`src/rtl/mem_port_arbiter.sv`:
```
// Arbitrates one single-ported, variable-latency memory between the fetch and data requesters.
// Data normally wins, but a waiting fetch is always granted right after a data access.
module mem_port_arbiter #(
  parameter int ADDR_W   = 32,
  parameter int DATA_W   = 32,
  parameter int MAX_WAIT = 15
) (
  input  logic              clk,
  input  logic              rst,
  input  logic              if_req,
  input  logic [ADDR_W-1:0] if_addr,
  output logic [DATA_W-1:0] if_data,
  output logic              if_valid,
  input  logic              dm_rd,
  input  logic              dm_wr,
  input  logic [ADDR_W-1:0] dm_addr,
  input  logic [DATA_W-1:0] dm_wdata,
  output logic [DATA_W-1:0] dm_rdata,
  output logic              dm_valid,
  output logic              stall_if,
  output logic              stall_mem,
  output logic              mem_req,
  output logic              mem_we,
  output logic [ADDR_W-1:0] mem_addr,
  output logic [DATA_W-1:0] mem_wdata,
  input  logic              mem_ack,
  input  logic [DATA_W-1:0] mem_rdata,
  output logic              err_timeout
);

  localparam logic [1:0] IDLE   = 2'd0;
  localparam logic [1:0] BUSY_I = 2'd1;
  localparam logic [1:0] BUSY_D = 2'd2;
  localparam logic [1:0] RESP   = 2'd3;

  localparam logic [7:0] WAIT_LIMIT = 8'(MAX_WAIT);

  logic [1:0] state_reg;
  logic       last_data_reg;
  logic [7:0] wait_reg;

  logic dm_req;
  logic grant_d;
  logic grant_i;
  logic timeout;
  logic done;

  always_comb begin
    dm_req  = dm_rd | dm_wr;
    // A fetch that lost the previous round beats a new data request.
    grant_d = dm_req & ~(last_data_reg & if_req);
    grant_i = ~grant_d & if_req;
    timeout = (wait_reg == WAIT_LIMIT) & ~mem_ack;
    done    = mem_ack | timeout;
  end

  assign stall_if  = if_req & ~if_valid;
  assign stall_mem = dm_req & ~dm_valid;

  always_ff @(posedge clk or posedge rst) begin
    if (rst) begin
      state_reg     <= IDLE;
      last_data_reg <= 1'b0;
      wait_reg      <= 8'd0;
      mem_req       <= 1'b0;
      mem_we        <= 1'b0;
      mem_addr      <= '0;
      mem_wdata     <= '0;
      if_data       <= '0;
      dm_rdata      <= '0;
      if_valid      <= 1'b0;
      dm_valid      <= 1'b0;
      err_timeout   <= 1'b0;
    end else begin
      if_valid <= 1'b0;
      dm_valid <= 1'b0;
      case (state_reg)
        IDLE: begin
          wait_reg <= 8'd0;
          if (grant_d) begin
            state_reg     <= BUSY_D;
            last_data_reg <= 1'b1;
            mem_req       <= 1'b1;
            mem_addr      <= dm_addr;
            mem_we        <= dm_wr;
            if (dm_wr) begin
              mem_wdata <= dm_wdata;
            end
          end else if (grant_i) begin
            state_reg     <= BUSY_I;
            last_data_reg <= 1'b0;
            mem_req       <= 1'b1;
            mem_addr      <= if_addr;
            mem_we        <= 1'b0;
          end
        end
        BUSY_I, BUSY_D: begin
          if (done) begin
            state_reg <= RESP;
            mem_req   <= 1'b0;
            mem_we    <= 1'b0;
            if (timeout) begin
              err_timeout <= 1'b1;
            end
            // A timed-out access returns zero; an acked write keeps the old read word.
            if (state_reg == BUSY_I) begin
              if_valid <= 1'b1;
              if_data  <= timeout ? '0 : mem_rdata;
            end else begin
              dm_valid <= 1'b1;
              if (timeout) begin
                dm_rdata <= '0;
              end else if (!mem_we) begin
                dm_rdata <= mem_rdata;
              end
            end
          end else begin
            wait_reg <= wait_reg + 8'd1;
          end
        end
        RESP: begin
          state_reg <= IDLE;
        end
        default: begin
          state_reg <= IDLE;
        end
      endcase
    end
  end

endmodule

```
`config.mk`:
```
export PLATFORM = sky130hd
export DESIGN_NAME = mem_port_arbiter
export DESIGN_NICKNAME = d
export VERILOG_FILES = /design/src/rtl/mem_port_arbiter.sv
export SDC_FILE = /design/constraint.sdc
export NUM_CORES = 1
export LEC_CHECK = 0
export BUFFER_PORTS_ARGS = -buffer_cell sky130_fd_sc_hd__buf_2
export CAP_MARGIN = 20
export CORE_MARGIN = 2
export CORE_UTILIZATION = 45
export DETAILED_ROUTE_END_ITERATION = 8
export PLACE_DENSITY = 0.82
export SYNTH_ARGS = -nofsm -noshare
export SYNTH_HDL_FRONTEND = slang
export SYNTH_SLANG_ARGS = --single-unit
```
`constraint.sdc`:
```
create_clock -name clk -period 7.88 [get_ports clk]
set_input_delay 0.788 -clock clk [delete_from_list [all_inputs] [get_ports clk]]
set_output_delay 0.788 -clock clk [all_outputs]
set_load 0.05 [all_outputs]
```
# == Word-level counts from Yosys, hierarchy flattened ==
# Cells that the tools add are included.
# word_totals
regBits,144
latchBits,0
ram_bits,0
mem_bits_ro,0
inputBits,134
output_inout_bits,135
word_cells,72
n_memories,0
# op_classes
add_sub_neg,1
multipliers,0
div,0
order_cmp,0
eq_ne,8
shifts,0
muxes,25
bitwise,14
reduce_logical,12
# ops
op,count
$mux W32,5
$pmux W8 S2,1
$mux W1,12
$reduce_and A3 Y1,4
$add A8 B1 Y8 const B,1
$eq A8 B4 Y1 const B,1
$mux W8,1
$and A1 B1 Y1,6
$mux W2,3
$not A1 Y1,6
$pmux W2 S3,1
$reduce_and A2 Y1,3
$eq A2 B2 Y1 const B,2
$ne A2 B2 Y1 const B,2
$pmux W1 S2,2
$reduce_and A4 Y1,1
$reduce_bool A2 Y1,2
$ne A3 B3 Y1 const B,1
$eq A2 B1 Y1 const B,1
$logic_not A2 Y1,1
$ne A2 B1 Y1 const B,1
$or A1 B1 Y1,2
$reduce_or A2 Y1,1

# == Depth between registers and ports, before layout ==
# Gate-level depths: netlist of the first run.
# depth
depth_word,8
depth_mapped,7
ltp_nobuf,6

# == Least setup slack after synthesis of the first run ==
# OpenSTA, ideal clock, no wires.
# synth_path
path_kind,in2out
start,input port if_req
end,output port stall_if
arrival_ps,1495
required_time_ps,7092
slack_ps,5597
cell_stages,1
path_buffers,0
cell_sequence,nor2b_1
# synth_between
elab_chain_len,1
# synth_rtl
element,line,source
from (decl),10,"input logic if_req,"
$and A1 B1 Y1,57,assign stall_if = if_req & ~if_valid;
to (decl),20,"output logic stall_if,"
# Every way passes these cells.

# == Worst setup path after layout of the first run ==
# layout_path
start,register state_reg[1]
end,register mem_wdata[8]
# layout_between
elab_chain_len,2
# layout_rtl
element,line,source
from (decl),38,logic [1:0] state_reg;
from (signal assigned),62,state_reg <= IDLE;
from (signal assigned),81,state_reg <= BUSY_D;
from (signal assigned),90,state_reg <= BUSY_I;
$logic_not A2 Y1,77,case (state_reg)
$reduce_and A3 Y1 (no line),--,
to (signal assigned),87,mem_wdata <= dm_wdata;
to (decl),25,"output logic [DATA_W-1:0] mem_wdata,"
# Every way passes these cells.
# A chain may end at the register's enable or synchronous reset.

==> flow_summary.toml, run 1 <==
[run_status]
status = "finished clean"

[critical_path]
slowest_stage = "a21oi_4"
crit_type = "flip-flop to flip-flop"
slowest_delay_ps = 790
cp_top_family = "compound AO/OA/AOI/OAI gates"
critPathArrivalTime_ps = 2620
cp_num_buf_inv = 1
cp-start-kind = "flip-flop"
reg2reg_slack_ps = 5560
cp-end-kind = "flip-flop"
cp_max_fo = 33
cp.required_ps = 8170
path_cells = "inv_1 > ha_1 > nand2_1 > a21oi_4 > mux2_2"

[clock_tree]
clockBufferDepth = 2
htreeDepth = 4
clk_pin_slew_worst_paths_ps = 60
cts_hold_buf = 0
cts-resized-gates = 0
cts.sinks = 144
postCtsSetupBuffers = 0
clk_latency_ps = 410
tritoncts = "built"
numCtsBuffers = 17
root_buffer = "clkbuf_16"

[global_route]
use_met3 = 0.0678
grt_pass1_wl_mm = 22.9
grt_usage = 0.206
grt_use_met1 = 0.252
antenna_found_initial = 0
grt_max_degree = 75
overflow = 0
grt_pass1_vias = 4652
grtUsageMet2 = 0.338
top_usage_layer = "met2"

[final_layout]
syn2layout_area_growth_pct = 36.4
diodes = 0
fill_cells = 970
nNetsFinal = 840
drive_above_1_share = 0.490

[timing]
hold_viol = 0
tns_ps = 0
setup_viol = 0
skew_ps = 7.66
min_period_ps = 2320
worst_slew_pin_slew_ps = 1020
slew_headroom = 0.317
max_freq_mhz = 431
drv_slew = 0
period_share = 0.294
rsz0062_at_grt = "false"

[logic_synthesis]
yosysMostFrequentCell = "dfrtp_1"
synth.distinct_cells = 39
seq_area_frac_synth = 0.618
synth_top_area_cell = "dfrtp_1"
ys_ff_latch = 144
ys.flop_type = "dfrtp_1"
synth_top_area_frac = 0.618
async_reset_ff_frac = 1.00
yosysWarnings = 0
synthTopCellsByCount = "dfrtp_1, a22o_1, nand2_1, mux2i_1, o21ai_0"
syn_inst = 440
synth-edff-count = 0
synthTopCellsByArea = "dfrtp_1, a22o_1, mux2_2, mux2i_1, o21ai_0"
synth_nets = 578
syn_area_um2 = 5830
avgSynthCellArea_um2 = 13.2

[floorplan]
ios = 269
core_area_um2 = 12600
die_h_um = 118
die_area_um2 = 13900
floorplan.initialDensity = 0.462
fp.dieW_um = 118
rows = 41

[detailed_routing]
via_count = 4598
ant_nets = 0
wl_per_cell_um = 15.9
drc = 0
viasPerCell = 5.18
first_pass_iters = 4
wl_mm = 14.1
drtIter0Drc = 194

[placement]
portBuffers = 268
dp_hpwl_mm = 10.3
gp_congestion = 0.801

[run]
drv_cap = 0

[hold_path]
hold_path.class = "input port to async pin"
[metrics by stage]
step                      instances  setup WS, ps  area, um^2  hold WS, ps  utilization
after floorplan                 440          3230        5830          474            -
after detailed placement        854          5190        7270          447        0.576
final                           887          5560        7950          461        0.630
after global placement          854          5390        7270          447        0.576
after global routing            887          5380        7950          494        0.630
after CTS                       886          5420        7920          467        0.628
[routing by layer]
metal | vias up | share of wire
met2 | 240 | 0.48
met5 | - | 0
met3 | 19 | 0.089
met1 | 2212 | 0.41
met4 | 0 | 0.014
li1 | 2127 | -
[layout by cell type (no fill, tap or decap), types with 2 or more instances in the layout]
cell type / n
clkbuf_8: 3
ha_1: 4
nand2_1: 37
bufinv_16: 4
nand2b_1: 3
inv_6: 3
clkbuf_16: 17
inv_1: 6
a22o_1: 66
or3_1: 2
buf_4: 3
nor2_1: 6
nor2b_1: 2
o21ai_0: 33
clkinv_4: 2
o211ai_1: 2
dfrtp_1: 144
o31ai_1: 2
o21ai_1: 3
buf_2: 268
mux2_2: 32
clkinvlp_4: 2
a21o_1: 2
clkinv_2: 2
nand3_1: 7
mux2i_1: 35
a21oi_4: 2
nor3_1: 2
a21oi_1: 2
[kinds of logic (layout without fill, tap and decap cells)]
| kind of cell | after synthesis | in the layout | synth area share |
|---|---|---|---|
| DFF | 144 | 144 | 0.618 |
| AOI/OAI and AO/OA | 119 | 119 | 0.157 |
| muxes | 68 | 68 | 0.124 |
| and+or+nand+nor | 67 | 67 | 0.0562 |
| buffers and inverters | 37 | 312 | 0.0341 |
| adders and majority gates | 4 | 4 | 0.00859 |
| xor gates and xnor gates | 1 | 1 | 0.00150 |
[area by class of cell]
class	instances	area, um^2	share of cell area
inverters	8	35.0	0.00441
flip-flops and latches	144	3600	0.453
clock inverters	12	180	0.0227
repair buffers	272	1390	0.175
well taps	172	215	0.0271
multi-input cells	259	2060	0.259
clock buffers	20	467	0.0587
[worst paths after layout]
| path | start | cells after the start | endpoint |
|---|---|---|---|
| worst max-delay path | state_reg[1] | 5 | mem_wdata[8] |
| worst min-delay path | rst | 2 | dm_rdata[22] |
| worst max register to register | state_reg[1] | 5 | mem_wdata[8] |
| worst min register to register | err_timeout | 1 | err_timeout |
| max in group asynchronous | rst | 3 | mem_addr[16] |
| min in group clk | err_timeout | 1 | err_timeout |
Power of run 1 is not shown: default switching activity piles up to over one toggle a cycle in this logic, so the estimate is an artifact.
==> inputs of run 2 (changes only) <==
Settings changed: CORE_UTILIZATION 45 to 42, PLACE_DENSITY 0.82 to 0.81.
Clock period 7.88 ns to 2.1 ns, I/O delays scaled along.
==> run 2 against run 1 <==
Final area up 2.0%. Fmax up 24%. Clock skew rose by 1.3 ps. Count of clock-buffer cells in the layout fell by 1. Hold slack got worse by 430 ps. Sequential share of layout area down 0.88 points. Via count increased by 0.20%. Die area up 6.9%. Final cell count up 2.3%. Wire length increased by 3.9%.
==> flow_summary.toml, run 2 (synthesis results as in run 1) <==
[detailed_routing]
ant_nets = 0
wl_mm = 14.7
via_count = 4607
drc = 0
wl_per_cell_um = 16.2
drtIter0Drc = 269
viasPerCell = 5.08
first_pass_iters = 4

[global_route]
grt_max_degree = 66
grt_pass1_vias = 4550
grt_pass1_wl_mm = 22.8
antenna_found_initial = 0
grt_usage = 0.199
overflow = 0

[timing]
tns_ps = 0
setup_viol = 0
max_freq_mhz = 536
skew_ps = 8.96
worst_slew_pin_slew_ps = 591
period_share = 0.889
min_period_ps = 1870
hold_viol = 0
drv_slew = 0
slew_headroom = 0.605
rsz0062_at_grt = "false"

[placement]
dp_hpwl_mm = 10.7
gp_congestion = 0.793
portBuffers = 268

[floorplan]
ios = 269
floorplan.initialDensity = 0.425
core_area_um2 = 13700
die_area_um2 = 14800
fp.dieW_um = 122
die_h_um = 122
rows = 43

[clock_tree]
root_buffer = "clkbuf_16"
clk_latency_ps = 410
tritoncts = "built"
htreeDepth = 4
numCtsBuffers = 17
clk_pin_slew_worst_paths_ps = 70
clockBufferDepth = 2
cts.sinks = 144

[final_layout]
diodes = 0
nNetsFinal = 852
syn2layout_area_growth_pct = 39.1
drive_above_1_share = 0.494
layout.cells.most_common_list = "buf_2, dfrtp_1, a22o_1"
fin_util = 0.591
final_common_cell = "buf_2"

[critical_path]
slowest_stage = "or4_4"
crit_type = "flip-flop to flip-flop"
critPathArrivalTime_ps = 2160
cp.required_ps = 2390
cp-end-kind = "flip-flop"
cp_max_fo = 3
cp-start-kind = "flip-flop"
slowest_delay_ps = 600
path_cells = "or4_4 > o21ai_4 > a21boi_2 > mux2_1"

[run_status]
status = "finished clean"

[hold_path]
hold_path.class = "input port to flip-flop"

[run]
drv_cap = 0
## run 2: cell count changes in the layout (fill, tap and decap cells not counted)
cell and delta:
buf_12 +8, buf_16 -1, buf_4 +3, bufinv_16 -1
clkbuf_1 +1, clkbuf_8 -2, clkinv_2 -1, clkinv_4 +1
dlygate4sd3_1 +2, inv_8 +2
## run 2: metal layers
metal  vias to the layer above  GRT usage  share of wire
met1                      2229      0.247           0.41
met2                       196      0.321           0.48
met4                         0     0.0776          0.020
met3                        28     0.0702          0.089
li1                       2154          -              -
met5                         -          0              0
## run 2: final cells by class
cell class / instances / area, um^2
Inverter: 8 / 33.8
Timing Repair Buffer: 284 / 1570
Sequential cell: 144 / 3600
Fill cell: 1155 / 5610
Tap cell: 180 / 225
Multi-Input combinational cell: 259 / 2060
Clock inverter: 13 / 178
Clock buffer: 19 / 443
## run 2: critical path: cells and delay by family (launching register included)
family / cells / cell delay (ps)
flip-flops: 1 / 400
multiplexers: 1 / 340
AO/OA/AOI/OAI: 2 / 400
AND/OR/NAND/NOR: 1 / 600
## run 2: path summary, 6_finish.rpt
path / cells after the start / end / from / slack [ps]
max: 4 / state_reg[0] / wait_reg[5] / 230
min: 2 / mem_wdata[28] / dm_wdata[28] / 30
max in group asynchronous: 4 / mem_addr[10] / rst / 1000
min reg2reg: 1 / err_timeout / err_timeout / 470
min in group asynchronous: 3 / if_data[14] / rst / 430
max reg2reg: 4 / state_reg[0] / wait_reg[5] / 230
## run 2: metrics by stage
step	setup WS, ps	std cells	hold WS, ps	instance area (um^2)
after floorplan	85.0	440	343	5830
after global placement	290	873	308	7460
after detailed placement	243	873	314	7460
after CTS	225	906	6.11	8100
after global routing	173	907	6.22	8110
final	234	907	27.3	8110
## run 2: timing repair
action                    in CTS  in global routing
resized for setup              0                  0
hold endpoints to repair      24                  1
buffers inserted               0                  0
hold buffers                   1                  1
Power of run 2 is left out for the same reason.
==> inputs of run 3 (changes only) <==
Settings changed: HOLD_SLACK_MARGIN from default to 0.08, RECOVER_POWER from default to 50.
==> run 3 against run 2 <==
First-iteration DRC count grew 12%. Sequential share of layout area down 2.9 points. Non-clock buffer count up 66. Count of clock-buffer cells in the layout unchanged. Largest cell class unchanged. Highest routed layer unchanged.
==> flow_summary.toml, run 3 (synthesis results as in run 1) <==
[timing]
min_period_ps = 1910
period_share = 0.911
skew_ps = 9.16
drv_slew = 0
rsz0062_at_grt = "false"
tns_ps = 0
slew_headroom = 0.196
max_freq_mhz = 522
hold_viol = 0
worst_slew_pin_slew_ps = 1200
setup_viol = 0

[global_route]
grt_pass1_wl_mm = 25.7
overflow = 0
grt_max_degree = 66
grt_usage = 0.224
antenna_found_initial = 0
grt_pass1_vias = 5112

[floorplan]
floorplan.initialDensity = 0.425
ios = 269
core_area_um2 = 13700
rows = 43
die_area_um2 = 14800
die_h_um = 122
fp.dieW_um = 122

[detailed_routing]
wl_mm = 16.4
drtIter0Drc = 301
top_layer = "met4"
wl_met1_mm = 6.50
drc = 0
wl_met3_mm = 1.32
dr_wl_met2_mm = 8.23
wl_per_cell_um = 16.9
ant_nets = 0
via_count = 4958
first_pass_iters = 5
viasPerCell = 5.10

[pwr]
powerDensity_nw_per_um2 = 1940
p_leak_nw = 4.33
peakVddDrop_v = 0.00109

[clock_tree]
numCtsBuffers = 17
cts.sinks = 144
root_buffer = "clkbuf_16"
htreeDepth = 4
cts-resized-gates = 0
tritoncts = "built"
clk_pin_slew_worst_paths_ps = 60
clockBufferDepth = 2
clk_latency_ps = 410

[critical_path]
cp-start-kind = "flip-flop"
r2r_cells = 5
cp_top_family = "buffers and inverters"
cp_num_buf_inv = 2
cp_max_fo = 32
slowest_delay_ps = 570
crit_type = "flip-flop to flip-flop"
critPathArrivalTime_ps = 2190
cp-end-kind = "flip-flop"
cp_num_cells = 5
cp.required_ps = 2380
path_cells = "a21oi_4 > buf_12 > mux2i_1 > dlygate4sd3_1 > o21ai_0"
slowest_stage = "dlygate4sd3_1"

[hold_path]
hold_path.class = "input port to flip-flop"
min_path_cells = 3

[final_layout]
fill_cells = 1083
final_common_cell = "buf_2"
diodes = 0
fin_util = 0.632
layout.cells.most_common_list = "buf_2, dfrtp_1, clkbuf_1"
syn2layout_area_growth_pct = 48.8
multi_input_area_um2 = 2060
final_area_um2 = 8670
nNetsFinal = 918
drive_above_1_share = 0.366
seq_area_um2 = 3600

[placement]
gp_congestion = 0.793
dp_hpwl_mm = 10.7
portBuffers = 268
dpl_cell_area_um2 = 7460

[run]
drv_cap = 0

[run_status]
status = "finished clean"
run 3: final timing paths:
path                               startpoint      endpoint  slack (ps)
worst min register to register    err_timeout   err_timeout         470
worst min-delay path               dm_addr[7]   mem_addr[7]         100
min in group asynchronous                 rst  mem_wdata[8]         580
max in group asynchronous                 rst   dm_rdata[3]         460
worst max register to register  last_data_reg   mem_addr[6]         190
worst max-delay path            last_data_reg   mem_addr[6]         190
run 3: per-stage QoR:
stage | hold slack, ps | std cells | total power, mW | setup slack [ps]
after floorplan | 343 | 440 | 11.5 | 85.0
after global placement | 308 | 873 | 13.6 | 290
after detailed placement | 314 | 873 | 13.8 | 243
after CTS | 80.4 | 973 | 17.1 | 225
after global routing | 98.5 | 973 | 17.7 | 59.3
final | 98.9 | 973 | 16.9 | 186
run 3: where the power goes:
| part | total, mW | switching [mW] | internal (mW) |
|---|---|---|---|
| clock | 3.13 | 1.20 | 1.93 |
| sequential | 4.83 | 0.756 | 4.07 |
| combinational | 8.91 | 6.51 | 2.39 |
run 3: area by class of cell:
| class | instances | share of cell area |
|---|---|---|
| repair buffers | 350 | 0.247 |
| clock buffers | 19 | 0.0511 |
| well taps | 180 | 0.0260 |
| clock inverters | 13 | 0.0205 |
| multi-input cells | 259 | 0.237 |
| flip-flops and latches | 144 | 0.415 |
| inverters | 8 | 0.00361 |
run 3: routing by layer:
metal | vias up | track usage
met1 | 2424 | 0.268
met2 | 221 | 0.383
met4 | 0 | 0.0891
met5 | - | 0
met3 | 31 | 0.0632
li1 | 2282 | -
run 3: repair_timing:
item / 4_1_cts / 5_1_grt
buffers inserted: 0 / 0
endpoints found under the hold margin: 122 / 0
hold buffers: 68 / 0
run 3: worst min-delay path, stage by stage:
cell	delay [ps]
buf_2	70
mux2i_1	50
o21ai_0	130
Power figures use the tool's default switching activity.
